File: src/rtl/addsub_arbiter.sv
// Round-robin arbiter that shares one external add/subtract unit between NUM_REQ requesters.
// One transaction at a time: IDLE -> ISSUE -> WAIT -> RESP, with a WAIT timeout.
module addsub_arbiter #(
    parameter int NUM_REQ = 3,
    parameter int WIDTH   = 16,
    parameter int TIMEOUT = 16
) (
    input  logic                     clk,
    input  logic                     rst,
    input  logic [NUM_REQ-1:0]       req,
    input  logic [NUM_REQ*WIDTH-1:0] req_a,
    input  logic [NUM_REQ*WIDTH-1:0] req_b,
    input  logic [NUM_REQ-1:0]       req_sub,
    output logic [NUM_REQ-1:0]       gnt,
    output logic [NUM_REQ-1:0]       ack,
    output logic [WIDTH-1:0]         rsp_data,
    output logic                     rsp_err,
    output logic                     busy,
    output logic                     au_start,
    output logic [WIDTH-1:0]         au_a,
    output logic [WIDTH-1:0]         au_b,
    output logic                     au_sub,
    input  logic                     au_done,
    input  logic [WIDTH-1:0]         au_result
);

    localparam int IW = (NUM_REQ > 1) ? $clog2(NUM_REQ) : 1;
    localparam int CW = (TIMEOUT > 1) ? $clog2(TIMEOUT) : 1;

    typedef enum logic [1:0] {IDLE, ISSUE, WAIT, RESP} state_t;

    state_t           state_q, state_d;
    logic [IW-1:0]    idx_q, idx_d;
    logic [IW-1:0]    ptr_q, ptr_d;
    logic [WIDTH-1:0] a_q, a_d;
    logic [WIDTH-1:0] b_q, b_d;
    logic             sub_q, sub_d;
    logic [CW-1:0]    cnt_q, cnt_d;
    logic [WIDTH-1:0] rsp_data_q, rsp_data_d;
    logic             rsp_err_q, rsp_err_d;

    logic             sel_vld;
    logic [IW-1:0]    sel_idx;
    logic [NUM_REQ-1:0] idx_oh;

    // Search starts one past the last winner so held requests rotate.
    always_comb begin
        int j;
        j       = 0;
        sel_vld = 1'b0;
        sel_idx = '0;
        for (int k = 1; k <= NUM_REQ; k++) begin
            j = int'(ptr_q) + k;
            if (j >= NUM_REQ) j = j - NUM_REQ;
            if (!sel_vld && req[j]) begin
                sel_vld = 1'b1;
                sel_idx = IW'(j);
            end
        end
    end

    always_comb begin
        state_d    = state_q;
        idx_d      = idx_q;
        ptr_d      = ptr_q;
        a_d        = a_q;
        b_d        = b_q;
        sub_d      = sub_q;
        cnt_d      = cnt_q;
        rsp_data_d = rsp_data_q;
        rsp_err_d  = rsp_err_q;
        case (state_q)
            IDLE: begin
                if (sel_vld) begin
                    idx_d   = sel_idx;
                    a_d     = req_a[sel_idx*WIDTH +: WIDTH];
                    b_d     = req_b[sel_idx*WIDTH +: WIDTH];
                    sub_d   = req_sub[sel_idx];
                    state_d = ISSUE;
                end
            end
            ISSUE: begin
                cnt_d   = '0;
                state_d = WAIT;
            end
            WAIT: begin
                cnt_d = cnt_q + 1'b1;
                if (au_done) begin
                    rsp_data_d = au_result;
                    rsp_err_d  = 1'b0;
                    state_d    = RESP;
                end else if (cnt_q == CW'(TIMEOUT - 1)) begin
                    rsp_data_d = '0;
                    rsp_err_d  = 1'b1;
                    state_d    = RESP;
                end
            end
            RESP: begin
                ptr_d   = idx_q;
                state_d = IDLE;
            end
            default: state_d = IDLE;
        endcase
    end

    always_ff @(posedge clk or negedge rst) begin
        if (!rst) begin
            state_q    <= IDLE;
            idx_q      <= '0;
            ptr_q      <= IW'(NUM_REQ - 1);
            a_q        <= '0;
            b_q        <= '0;
            sub_q      <= 1'b0;
            cnt_q      <= '0;
            rsp_data_q <= '0;
            rsp_err_q  <= 1'b0;
        end else begin
            state_q    <= state_d;
            idx_q      <= idx_d;
            ptr_q      <= ptr_d;
            a_q        <= a_d;
            b_q        <= b_d;
            sub_q      <= sub_d;
            cnt_q      <= cnt_d;
            rsp_data_q <= rsp_data_d;
            rsp_err_q  <= rsp_err_d;
        end
    end

    // Decoded from state so an async reset clears them at once.
    assign idx_oh   = NUM_REQ'(1) << idx_q;
    assign gnt      = (state_q != IDLE) ? idx_oh : '0;
    assign ack      = (state_q == RESP) ? idx_oh : '0;
    assign busy     = (state_q != IDLE);
    assign au_start = (state_q == ISSUE);
    assign au_a     = a_q;
    assign au_b     = b_q;
    assign au_sub   = sub_q;
    assign rsp_data = rsp_data_q;
    assign rsp_err  = rsp_err_q;

endmodule

File: config.mk
export PLATFORM = sky130hd
export DESIGN_NAME = addsub_arbiter
export DESIGN_NICKNAME = d
export VERILOG_FILES = /design/src/rtl/addsub_arbiter.sv
export SDC_FILE = /design/constraint.sdc
export NUM_CORES = 1
export LEC_CHECK = 0
export ABC_AREA = 1
export CAP_MARGIN = 30
export CORE_ASPECT_RATIO = 1.5
export CORE_MARGIN = 2
export CORE_UTILIZATION = 42
export DETAILED_ROUTE_END_ITERATION = 16
export PLACE_DENSITY_LB_ADDON = 0.2
export SYNTH_ARGS = -nofsm -noshare
export SYNTH_HDL_FRONTEND = slang
export SYNTH_SLANG_ARGS = --single-unit
File: constraint.sdc
create_clock -name clk -period 2.35 [get_ports clk]
set_input_delay 0.5875 -clock clk [delete_from_list [all_inputs] [get_ports clk]]
set_output_delay 0.5875 -clock clk [all_outputs]
set_load 0.005 [all_outputs]
==> qor.csv <==
metric;value;unit
ys_seq_area_frac;0.402;
worst_slew_pin_slew;582;ps
finalClockSkew;8.11;ps
drtIter0Drc;188;
ys_warn_count;0;
dp_cells;764;
tns;0;ps
chipWidth;81.0;um
end_kind;primary output;
cts_hold_buf;0;
diodes;0;
syn_area_per_cell;7.74;sq um
holdCritPathClass;in -> async;
status;finished clean;
finalHoldViolations;0;
p_seq_frac;0.173;
syn_area;3740;sq um
drt-pass1-iter-count;4;
cts-htree-levels;3;
final_area;6180;sq um
layout.cells.non_filler;788;
startpoint_type;flop;
worst_ir_drop_vdd;1060;uV
cp.required;1760;ps
r2r-end;au_b[14];
rr_worst_depth;14;
grt_pass1_vias;4006;
cts_buffers;9;
critPathMaxFanout;5;
ant_nets;0;
comb_power_share;0.705;
final_max_slew_viol_count;0;
fmaxAchievable;0.444;GHz
finalCritPeriodShare;0.958;
synthCells;483;
clk_pin_slew_worst_paths;60;ps
power.share.clock;0.122;
vias_per_cell;5.00;
die_height;120;um
synth_cell_type_count;30;
drive_gt1_frac;0.137;
drc;0;
place_area;5710;sq um
vias;3941;
nNetsFinal;804;
die_area;9690;sq um
numPortBuffers;178;
ys_ff_latch;60;
utilization;0.708;
cts_tree;done;
power.density;1760;nW/um^2
cts.sinks;60;
layout_min_cycle_time;2250;ps
start_util;0.429;
p_int;5950;uW
cts_root_buf;clkbuf_16;
rrSetupSlack;110;ps
arrival;1660;ps
setup_viol;0;
cts_buffer_depth;2;
cap_violations;0;
p_leak;0.00298;uW
switching_share;0.453;
row_count;42;
dp_hpwl;8720;um
critPathKind;reg -> out;
fp.coreArea;8720;sq um
clk_latency;340;ps
num-fill-cells;727;
syn2layout_area_growth;65.3;%
wl_per_cell;14.9;um
overflow;0;
io_pins;179;
grt_max_degree;39;
maxSlewHeadroom;0.612;
antenna_found_initial;0;
switchingPower;4930;uW
grt_pass1_wl;18500;um
synth_nets;614;
gp_congestion;0.886;
reg2reg_from;ptr_q[1];
wirelength;11700;um
grt_usage;0.248;
-- registers in the layout, summed over array words and instances (netlist names) --
name,flops
idx_q,2
au_b,16
rsp_err,1
au_a,16
state_q,2
au_sub,1
ptr_q,2
rsp_data,16
cnt_q,4
-- how the worst max path moves through the flow --
stage                     from       end  cells after the start
global route          ptr_q[1]   au_b[8]                     14
global placement        req[1]  au_a[13]                     12
CTS                 state_q[1]    gnt[1]                      6
finish              state_q[0]    ack[0]                      3
detailed placement    ptr_q[1]   au_b[1]                     13
floorplan             ptr_q[1]  au_a[15]                     14
-- cells by family (layout without fill, tap and decap cells) --
kind of cell,Yosys count,after routing,synth area share
buffers and inverters,113,308,0.141
xor gates and xnor gates,1,1,0.00234
AOI/OAI and AO/OA,100,100,0.163
and+or+nand+nor,199,199,0.259
adders and majority gates,10,10,0.0335
DFF,60,60,0.402
-- cell usage in the layout, fill, tap and decap left out, types with 11 or more instances in the layout --
cell type / n
clkdlybuf4s50_1: 174
a22o_1: 16
nand3_2: 14
buf_4: 13
dfrtp_1: 59
a21oi_2: 11
nand2_1: 68
nor2_1: 39
inv_1: 82
nand3_1: 58
a21oi_1: 56
-- metrics by stage --
step	power, uW	setup slack, ps	hold slack, ps
global route	11800	-18.1	285
global placement	8900	-83.2	479
detailed placement	9050	-91.7	481
CTS	10500	12.5	260
floorplan	6630	262	292
finish	10900	98.6	245
-- worst max-delay path: stages, from the launching register on --
cell and delay [ps]:
dfrtp_1 430, ha_4 180, nor3b_1 190, clkdlybuf4s50_1 530
-- final cells by class --
cell class / count / area [sq um] / share of cell area
timing repair buffer: 204 / 2110 / 0.341
clock inverter: 6 / 63.8 / 0.0103
tap: 110 / 138 / 0.0223
sequential: 60 / 1500 / 0.243
clock buffer: 10 / 239 / 0.0387
multi-input combinational: 310 / 1790 / 0.289
inverter: 88 / 338 / 0.0547
-- per-layer routing --
metal	vias to the layer above	global-route usage	routed length (um)
met5	-	0	0
li1	1934	-	-
met1	1829	0.258	4340
met2	152	0.445	6080
met3	26	0.0707	933
met4	0	0.117	360
-- power groups by stage --
stage               clock network [uW]  logic [uW]  registers, uW
CTS                               1360        7300           1880
floorplan                            0        4740           1900
global placement                     0        7030           1870
finish                            1330        7670           1880
detailed placement                   0        7160           1890
global route                      1400        8470           1940
-- timing repair --
action	CTS	global route
resized for setup	9	19
endpoints found under the setup margin	37	39
setup buffers	2	6
pin swaps	0	5
-- synthesized netlist by cell type (all sizes together) --
cell type | n | area share
inv | 88 | 0.090
nand2 | 78 | 0.091
nand3 | 72 | 0.11
a21oi | 67 | 0.10
dfrtp | 59 | 0.39
nor2 | 43 | 0.047
buf | 22 | 0.048
a22o | 16 | 0.037
o21ai | 13 | 0.017
ha | 10 | 0.033
nor3 | 5 | 0.0067
clkbuf | 3 | 0.0030
a21boi | 1 | 0.0020
a41oi | 1 | 0.0023
dfstp | 1 | 0.0070
nor3b | 1 | 0.0020
o22ai | 1 | 0.0017
o31ai | 1 | 0.0020
xor2 | 1 | 0.0023
(Power assumes the default switching activity.)
